## src/rtl/pc_sequencer.sv

```systemverilog
// Program counter sequencer: selects the next fetch address from sequential,
// jump, call, branch or return-stack sources and flags wrong-path squashes.
module pc_sequencer #(
    parameter int unsigned     PC_W      = 8,
    parameter int unsigned     RAS_DEPTH = 4,
    parameter logic [PC_W-1:0] RESET_PC  = '0
) (
    input  logic            clk,
    input  logic            rst_n,
    input  logic            stall,
    input  logic            jump_en,
    input  logic [PC_W-1:0] jump_target,
    input  logic            call_en,
    input  logic            branch_en,
    input  logic [PC_W-1:0] branch_offset,
    input  logic            ret_en,
    input  logic            halt,
    output logic [PC_W-1:0] pc_out,
    output logic            instr_valid,
    output logic            flush,
    output logic            ras_overflow,
    output logic            ras_underflow,
    output logic            halted
);

    localparam int unsigned     PTR_W    = $clog2(RAS_DEPTH);
    localparam int unsigned     CNT_W    = PTR_W + 1;
    localparam logic [CNT_W-1:0] FULL_CNT = CNT_W'(RAS_DEPTH);

    typedef enum logic [1:0] {
        ST_START = 2'd0,
        ST_RUN   = 2'd1,
        ST_FLUSH = 2'd2,
        ST_HALT  = 2'd3
    } state_t;

    state_t            state;
    state_t            state_nxt;
    logic [PC_W-1:0]   pc_nxt;
    logic [PC_W-1:0]   pc_inc;
    logic [PC_W-1:0]   ras_top;
    logic [PC_W-1:0]   ras_mem [RAS_DEPTH];
    logic [CNT_W-1:0]  ras_cnt;
    logic [CNT_W-1:0]  ras_cnt_nxt;
    logic              ras_empty;
    logic              ras_full;
    logic              push;
    logic              pop;
    logic              ovf_set;
    logic              unf_set;

    assign pc_inc    = pc_out + PC_W'(1);
    assign ras_empty = (ras_cnt == '0);
    assign ras_full  = (ras_cnt == FULL_CNT);
    assign ras_top   = ras_mem[PTR_W'(ras_cnt - CNT_W'(1))];

    // Next-state, next-PC and stack control; stall leaves every default in place
    always_comb begin
        state_nxt   = state;
        pc_nxt      = pc_out;
        push        = 1'b0;
        pop         = 1'b0;
        ovf_set     = 1'b0;
        unf_set     = 1'b0;
        ras_cnt_nxt = ras_cnt;

        if (!stall) begin
            unique case (state)
                ST_START: state_nxt = ST_RUN;
                ST_RUN, ST_FLUSH: begin
                    if (halt) begin
                        state_nxt = ST_HALT;
                    end else if (ret_en) begin
                        if (ras_empty) begin
                            unf_set   = 1'b1;
                            pc_nxt    = pc_inc;
                            state_nxt = ST_RUN;
                        end else begin
                            pop       = 1'b1;
                            pc_nxt    = ras_top;
                            state_nxt = ST_FLUSH;
                        end
                    end else if (call_en) begin
                        if (ras_full) begin
                            ovf_set = 1'b1;
                        end else begin
                            push = 1'b1;
                        end
                        pc_nxt    = jump_target;
                        state_nxt = ST_FLUSH;
                    end else if (jump_en) begin
                        pc_nxt    = jump_target;
                        state_nxt = ST_FLUSH;
                    end else if (branch_en) begin
                        pc_nxt    = pc_inc + branch_offset;
                        state_nxt = ST_FLUSH;
                    end else begin
                        pc_nxt    = pc_inc;
                        state_nxt = ST_RUN;
                    end
                end
                ST_HALT: state_nxt = ST_HALT;
                default: state_nxt = ST_START;
            endcase
        end

        if (push) begin
            ras_cnt_nxt = ras_cnt + CNT_W'(1);
        end else if (pop) begin
            ras_cnt_nxt = ras_cnt - CNT_W'(1);
        end
    end

    // State, PC, stack depth and registered status outputs
    always_ff @(posedge clk or negedge rst_n) begin
        if (!rst_n) begin
            state         <= ST_START;
            pc_out        <= RESET_PC;
            ras_cnt       <= '0;
            instr_valid   <= 1'b0;
            flush         <= 1'b0;
            halted        <= 1'b0;
            ras_overflow  <= 1'b0;
            ras_underflow <= 1'b0;
        end else begin
            state         <= state_nxt;
            pc_out        <= pc_nxt;
            ras_cnt       <= ras_cnt_nxt;
            instr_valid   <= (state_nxt == ST_RUN) || (state_nxt == ST_FLUSH);
            flush         <= (state_nxt == ST_FLUSH);
            halted        <= (state_nxt == ST_HALT);
            ras_overflow  <= ras_overflow | ovf_set;
            ras_underflow <= ras_underflow | unf_set;
        end
    end

    // Return-address storage; contents need no reset since depth is tracked separately
    always_ff @(posedge clk) begin
        if (push) begin
            ras_mem[PTR_W'(ras_cnt)] <= pc_inc;
        end
    end

endmodule

```

## config.mk

```make
export PLATFORM = sky130hd
export DESIGN_NAME = pc_sequencer
export DESIGN_NICKNAME = d
export VERILOG_FILES = /design/src/rtl/pc_sequencer.sv
export SDC_FILE = /design/constraint.sdc
export NUM_CORES = 1
export LEC_CHECK = 0
export ABC_CLOCK_PERIOD_IN_PS = 2490
export CAP_MARGIN = 20
export CORE_UTILIZATION = 25
export CTS_CLUSTER_SIZE = 16
export DETAILED_ROUTE_END_ITERATION = 8
export SYNTH_ARGS = -nofsm -noshare
export SYNTH_HDL_FRONTEND = slang
export SYNTH_SLANG_ARGS = --single-unit
```

## constraint.sdc

```tcl
create_clock -name clk -period 2.49 [get_ports clk]
set_clock_uncertainty 0.2 [all_clocks]
set_input_delay 0.498 -clock clk [delete_from_list [all_inputs] [get_ports clk]]
set_output_delay 0.498 -clock clk [all_outputs]
set_load 0.02 [all_outputs]
```

==> metrics.md, run 1 <==
| Metric | Value |
|---|---|
| Outcome | `completed` |
| Max Cap Viol | `0` |
| Drt pass-1 iters | `4` |
| Endpoint type of the worst setup path | `flip-flop` |
| Power per standard cell area | `1153 mW/mm^2` |
| Post-synth top cells | `32 x edfxtp_1, 25 x nand2_1, 18 x dfrtp_1, 18 x ha_1, 18 x nor2_1` |
| Mapped Cells | `242` |
| Critical path data arrival time | `2.47 ns` |
| Die Y-Extent | `107.6 um` |
| Setup CP Type | `flip-flop to flip-flop` |
| Area leader, netlist | `edfxtp_1` |
| P_leak | `1.550 nW` |
| Global-route wire length before repair | `11,390 um` |
| Worst Hold End | `ras_underflow$_DFF_PN0_` |
| Pre-CTS setup slack | `-0.4587 ns` |
| Post-synthesis compound-gate area fraction | `12.29%` |
| Reg2Reg Depth | `11` |
| Hold_buf cts | `0` |
| Max Slew Vio Count | `0` |
| Hold_sp | `ras_underflow$_DFF_PN0_` |
| Skew-Pair Late Insertion Delay | `0.30 ns` |
| Initial core utilization | `25.74%` |
| Rel. slew slack | `66.88%` |
| Clock transition at path regs | `0.09 ns` |
| Worst hold path class | `flip-flop to flip-flop` |
| Simple-gate share of the synthesized area | `14.44%` |
| Most common cell in the synthesized netlist | `edfxtp_1` |
| Placed Area | `0.003675 sq mm` |
| XOR/XNOR Fraction of Synth Area | `4.081%` |
| Met3 Track Usage GR | `3.329%` |
| Sequential area share after synthesis | `50.58%` |
| DRC violations left | `0` |
| Post-Route WL | `7200 um` |
| Layout Utilization | `37.12%` |
| Final Setup Violations | `0` |
| Gr ovfl total | `0` |
| Synth Area per Inst | `11.53 sq um` |
| Grt met2 use | `20.97%` |
| Die area | `0.01159 sq mm` |
| Peak VDD IR | `0.0005219 V` |
| Htree depth | `2` |
| Design Area, Final | `0.004024 sq mm` |
| Nets | `367` |
| Iter 0 DRT Violations | `95` |
| Met1 Use GR | `18.03%` |
| Syn Nets | `285` |
| Synth unique cells | `51` |
| EDFF count, synth | `32` |
| Worst Path Max Fanout | `6` |
| Gr usage total | `13.05%` |
| Routability cong. | `0.7759` |
| I/O pins | `37` |
| Final Hold Fails | `0` |
| Dpl cells | `453` |
| TritonCTS clock tree | `built` |
| Largest net degree at the start of global routing | `19` |
| Main synth FF type | `edfxtp_1` |
| Asr flop ratio synth | `36.00%` |
| Critical Path RT | `2.51 ns` |
| Post-synthesis cell area | `0.002790 sq mm` |
| GR peak layer | `met2` |
| Routed Antenna Nets | `0` |
| Final cell count without fillers | `465` |
| Final min period | `2.444 ns` |
| Area fraction of the dominant cell type after synthesis | `34.44%` |
| Yosys reg bits | `50` |
| FF/Latch Area | `0.001416 sq mm` |
| Fillers | `1,060` |
| Area growth syn-to-layout | `44.22%` |
| Core area | `0.01084 sq mm` |
| Final worst-path cycle share | `98.14%` |
| Largest family of logic cells by synthesized area | `simple AND/OR/NAND/NOR gates` |
| Post-synthesis mux area share | `7.534%` |
| RSZ-0062 raised after global routing | `true` |
| Fmax | `409.2 MHz` |
| N_diodes | `0` |
| WL/cell | `15.48 um` |
| HPWL Detailed | `5322 um` |
| Die width | `107.6 um` |
| Clock Sinks | `50` |
| Initial antenna violation count | `0` |
| Root Buffer | `clkbuf_8` |
| TritonCTS buffer count | `5` |
| Layout cells sized above 1 | `30.77%` |
| Via count | `2,181` |
| End of the worst register-to-register path | `pc_out[5]$_DFFE_PN0P_` |
| Routed vias/inst | `4.690` |
| Largest cells by area after synthesis | `edfxtp_1 34%, dfrtp_1 16%, ha_1 8.1%` |
| Synth Area in Adders | `8.789%` |
| Vias in the first global route | `2,151` |
| Synthesis Warnings | `0` |
| Worst slew pin tran | `0.4968 ns` |
| Setup WS post-layout | `0.04632 ns` |
| Worst Hold Depth | `1` |
| Worst r2r src | `pc_out[0]$_DFFE_PN0P_` |
| Multi-input gate area | `0.001545 sq mm` |
| Num rows | `38` |
| Total power after layout | `0.004641 W` |
| Startpoint types | `flip-flop` |
| Port Buffers | `36` |
| Worst reg-to-reg setup slack | `0.05 ns` |
| Maximum buffer depth of the clock tree | `2` |
-- stage by stage --
step           setup TNS [ns]  hold WS (ns)
4_1_cts                     0        0.2962
5_1_grt               -0.1230        0.3245
2_1_floorplan               0      0.002409
3_3_place_gp           -1.757        0.2741
6_report                    0        0.2915
3_5_place_dp           -2.046        0.2704
-- placed cells by master, fill, tap and decap left out, drive strengths merged, types with 2 or more instances in the layout --
cell / instances
o21ai: 12
xnor2: 10
nor3b: 2
dfrtp: 18
nand2b: 4
ha: 18
or2: 2
clkbuf: 5
a21oi: 18
nor2b: 2
a211o: 2
clkdlybuf4s50: 35
nand3: 11
o21bai: 2
buf: 47
o31ai: 2
and2: 3
nand2: 26
a211oi: 2
mux2i: 3
nor2: 18
inv: 8
edfxtp: 32
xor2: 3
and3: 2
nor3: 5
o22ai: 2
a31oi: 2
a21o: 3
mux4: 8
-- what timing repair did --
| item | in CTS | in global routing |
|---|---|---|
| pin swaps | 4 | 22 |
| endpoints found under the hold margin | 0 | 0 |
| setup buffers | 0 | 4 |
| resized for setup | 8 | 29 |
| setup endpoints to repair | 5 | 5 |
-- worst max-delay path by stage --
stage,from,to,slack [ns]
2_1_floorplan,pc_out[3]$_DFFE_PN0P_,pc_out[6]$_DFFE_PN0P_,0.01
3_3_place_gp,branch_offset[0],pc_out[6]$_DFFE_PN0P_,-0.46
3_5_place_dp,branch_offset[0],pc_out[6]$_DFFE_PN0P_,-0.46
4_1_cts,pc_out[0]$_DFFE_PN0P_,pc_out[6]$_DFFE_PN0P_,0.0006
5_1_grt,pc_out[0]$_DFFE_PN0P_,pc_out[5]$_DFFE_PN0P_,-0.07
6_report,pc_out[0]$_DFFE_PN0P_,pc_out[5]$_DFFE_PN0P_,0.05
-- critical path: stages, from the launching register on --
cell and delay [ns]:
dfrtp_2 0.46, ha_4 0.21, nand3_4 0.10, xnor2_4 0.17, ha_4 0.30, nand3_4 0.07
buf_6 0.12, o211ai_1 0.18, nor2_1 0.08, xnor2_1 0.20, a21oi_1 0.09, o221ai_1 0.17
-- cell type report --
| type | count | area share, % |
|---|---|---|
| clock inverter | 3 | 0.9950 |
| clock buffer | 5 | 1.710 |
| timing repair buffer | 83 | 18.59 |
| sequential | 50 | 35.20 |
| tap | 140 | 4.353 |
| inverter | 8 | 0.7463 |
| multi-input combinational | 176 | 38.40 |
-- registers in the layout (all words and copies together) (netlist names) --
register       count
pc_out             8
flush              1
ras_cnt            3
state              2
ras_mem           32
ras_overflow       1
ras_underflow      1
instr_valid        1
halted             1
-- layer usage --
layer	vias to the layer above	routed length [um]
li1	1058	-
met1	1070	3410
met2	51	3484
met3	2	285
met4	0	20
met5	-	0
-- where the power goes --
part	total, W	internal [W]	switching [W]	leakage (nW)
Combinational	0.00277	0.00141	0.00136	0.993
Sequential	0.00130	0.00114	0.000162	0.503
Clock	0.000571	0.000295	0.000275	0.0541
-- logic make-up after synthesis --
group | count (synthesis)
buffers and inverters | 16
xor gates and xnor gates | 13
AOI/OAI and AO/OA | 54
adders and majority gates | 19
DFF | 50
muxes | 11
and+or+nand+nor | 79
Power figures use the tool's default switching activity.
==> inputs of run 2 (changes only) <==
--- a/config.mk
+++ b/config.mk
@@ -7,6 +7,7 @@
 export LEC_CHECK = 0
 export ABC_CLOCK_PERIOD_IN_PS = 2490
 export CAP_MARGIN = 20
+export CORE_MARGIN = 3
 export CORE_UTILIZATION = 25
 export CTS_CLUSTER_SIZE = 16
 export DETAILED_ROUTE_END_ITERATION = 8
==> metrics.md, run 2 (synthesized netlist as in run 1, its figures left out) <==
| Metric | Value |
|---|---|
| Outcome | `completed` |
| I/O pins | `37 (unchanged)` |
| Vias in the first global route | `2,312 (+7.5%)` |
| Worst path bufs/invs | `0 (-1)` |
| Num rows | `37 (-2.6%)` |
| Final Hold Fails | `0 (unchanged)` |
| Peak VDD IR | `0.0003984 V (-24%)` |
| Port Buffers | `36 (unchanged)` |
| Iter 0 DRT Violations | `129 (+36%)` |
| Die Y-Extent | `111.6 um (+3.7%)` |
| Max Cap Viol | `0 (unchanged)` |
| P_leak | `1.578 nW (+1.8%)` |
| DRC violations left | `0 (unchanged)` |
| Rel. slew slack | `66.14% (-0.74 points)` |
| Core area | `0.01060 sq mm (-2.2%)` |
| Max Slew Vio Count | `0 (unchanged)` |
| Routed vias/inst | `4.704 (+0.28%)` |
| Area growth syn-to-layout | `45.38%` |
| Layout cells sized above 1 | `32.73% (+2.0 points)` |
| Initial antenna violation count | `0 (unchanged)` |
| CP max stage delay | `0.47 ns (about the same)` |
| Maximum buffer depth of the clock tree | `2 (unchanged)` |
| Startpoint types | `flip-flop` |
| CP Cell Sequence | `ha_4, xor2_4, ha_4, a21o_1, a21oi_2, nand4bb_1, o311a_1, nor3_2, a211o_1` |
| Fillers | `1,014 (-4.3%)` |
| Hold_buf cts | `0 (unchanged)` |
| Post-Route WL | `7231 um (+0.43%)` |
| TritonCTS clock tree | `built` |
| Global-route wire length before repair | `11,820 um (+3.8%)` |
| Total power after layout | `0.004578 W (-1.4%)` |
| Crit-path most repeated cell | `ha_4` |
| Largest net degree at the start of global routing | `19 (unchanged)` |
| Worst hold path class | `flip-flop to flip-flop` |
| Nets | `375 (+2.2%)` |
| Critical path data arrival time | `2.40 ns (-0.07 ns)` |
| Gr usage total | `11.76% (-1.3 points)` |
| Top reg by flops | `ras_mem` |
| Via count | `2,206 (+1.1%)` |
| FF/Latch Area | `0.001418 sq mm (about the same)` |
| Routed Antenna Nets | `0 (unchanged)` |
| Worst slew pin tran | `0.5079 ns (+0.01114 ns)` |
| Die area | `0.01246 sq mm (+7.6%)` |
| Leading cell type in the layout, fill and taps excluded | `buf_4` |
| Drt pass-1 iters | `4 (unchanged)` |
| Top delay family on crit path | `compound AO/OA/AOI/OAI gates` |
| Die width | `111.6 um (+3.7%)` |
| Critical Path RT | `2.50 ns (about the same)` |
| Multi-input gate area | `0.001559 sq mm (+0.89%)` |
| Endpoint type of the worst setup path | `flip-flop` |
| Worst Path Max Fanout | `6 (unchanged)` |
| Routability cong. | `0.8324 (+7.3%)` |
| Final cell count without fillers | `469 (+0.86%)` |
| HPWL Detailed | `5515 um (+3.6%)` |
| TritonCTS buffer count | `5 (unchanged)` |
| RSZ-0062 raised after global routing | `true` |
| Clock Sinks | `50 (unchanged)` |
| Initial core utilization | `26.32% (+0.58 points)` |
| Root Buffer | `clkbuf_8` |
| N_diodes | `0 (unchanged)` |
| Dpl cells | `455 (+0.44%)` |
| Final Setup Violations | `0 (unchanged)` |
| Power per standard cell area | `1129 mW/mm^2 (-2.1%)` |
| Max reg flops | `32 (unchanged)` |
| Skew-Pair Late Insertion Delay | `0.32 ns (+0.02 ns)` |
| Clock transition at path regs | `0.10 ns (about the same)` |
| Commonest cells after routing, fill and taps aside | `54 x buf_4, 35 x clkdlybuf4s50_1, 32 x edfxtp_1` |
| WL/cell | `15.42 um (-0.43%)` |
| CP max-delay cell | `dfrtp_2` |
| Fmax | `418.0 MHz (+2.1%)` |
| Gr ovfl total | `0 (unchanged)` |
| Final worst-path cycle share | `96.07% (-2.1 points)` |
| Htree depth | `2 (unchanged)` |
| Setup CP Type | `flip-flop to flip-flop` |
| Final min period | `2.392 ns (-0.05141 ns)` |
| Biggest regs | `ras_mem: 32 flops, pc_out: 8 flops, ras_cnt: 3 flops` |
==> run 2: repair_timing <==
action | 4_1_cts | 5_1_grt
endpoints found under the setup margin | 3 | 6
pin swaps | 3 | 21
resized for setup | 5 | 30
gates cloned | 0 | 0
setup buffers | 1 | 5
==> run 2: power breakdown <==
group	leakage (nW)	switching [W]	total [W]	internal [W]
Combinational	1.03	0.00135	0.00276	0.00141
Sequential	0.503	0.000165	0.00131	0.00114
Clock	0.0491	0.000307	0.000514	0.000207
==> run 2: final cells by class <==
cell class / count / area share, %
multi-input combinational: 176 / 38.43
sequential: 50 / 34.95
timing repair buffer: 91 / 19.34
tap: 136 / 4.195
clock buffer: 5 / 1.696
inverter: 8 / 0.7403
clock inverter: 3 / 0.6477
==> run 2: final timing paths <==
| path | start | endpoint | slack [ns] | cells past startpoint |
|---|---|---|---|---|
| worst max-delay path | pc_out[0]$_DFFE_PN0P_ | pc_out[6]$_DFFE_PN0P_ | 0.1 | 9 |
| worst min-delay path | ras_overflow$_DFF_PN0_ | ras_overflow$_DFF_PN0_ | 0.27 | 1 |
| worst max register to register | pc_out[0]$_DFFE_PN0P_ | pc_out[6]$_DFFE_PN0P_ | 0.1 | 9 |
| worst min register to register | ras_overflow$_DFF_PN0_ | ras_overflow$_DFF_PN0_ | 0.27 | 1 |
| max in group asynchronous | rst_n | pc_out[1]$_DFFE_PN0P_ | 1.55 | 2 |
| min in group asynchronous | rst_n | ras_overflow$_DFF_PN0_ | 0.32 | 2 |
==> run 2: worst reg2reg max path: stages, from the launching register on <==
cell       delay (ns)
dfrtp_2          0.47
ha_4             0.21
xor2_4           0.21
ha_4             0.24
a21o_1           0.16
a21oi_2          0.18
nand4bb_1        0.15
o311a_1          0.19
nor3_2           0.04
a211o_1          0.22
==> run 2: through the flow <==
step | util, % | setup WS (ns) | TNS, ns | hold WS (ns) | area, sq um
4_1_cts | 36.06 | 0.006984 | 0 | 0.2781 | 3822
3_3_place_gp | 34.92 | -0.4360 | -1.542 | 0.2635 | 3702
5_1_grt | 38.26 | -0.04983 | -0.09694 | 0.3034 | 4056
3_5_place_dp | 34.92 | -0.4499 | -1.717 | 0.2585 | 3702
2_1_floorplan | - | 0.01333 | 0 | 0.002409 | 2825
6_report | 38.26 | 0.09774 | 0 | 0.2707 | 4056
==> run 2: metal layers <==
metal / GRT usage (%) / share of wire (%) / vias up / wire length, um
met2: 18.90 / 48 / 42 / 3447
met5: 0 / 0 / - / 0
met4: 2.920 / 1.2 / 0 / 87
met3: 2.500 / 3.6 / 9 / 257
met1: 16.23 / 48 / 1080 / 3439
li1: - / - / 1075 / -
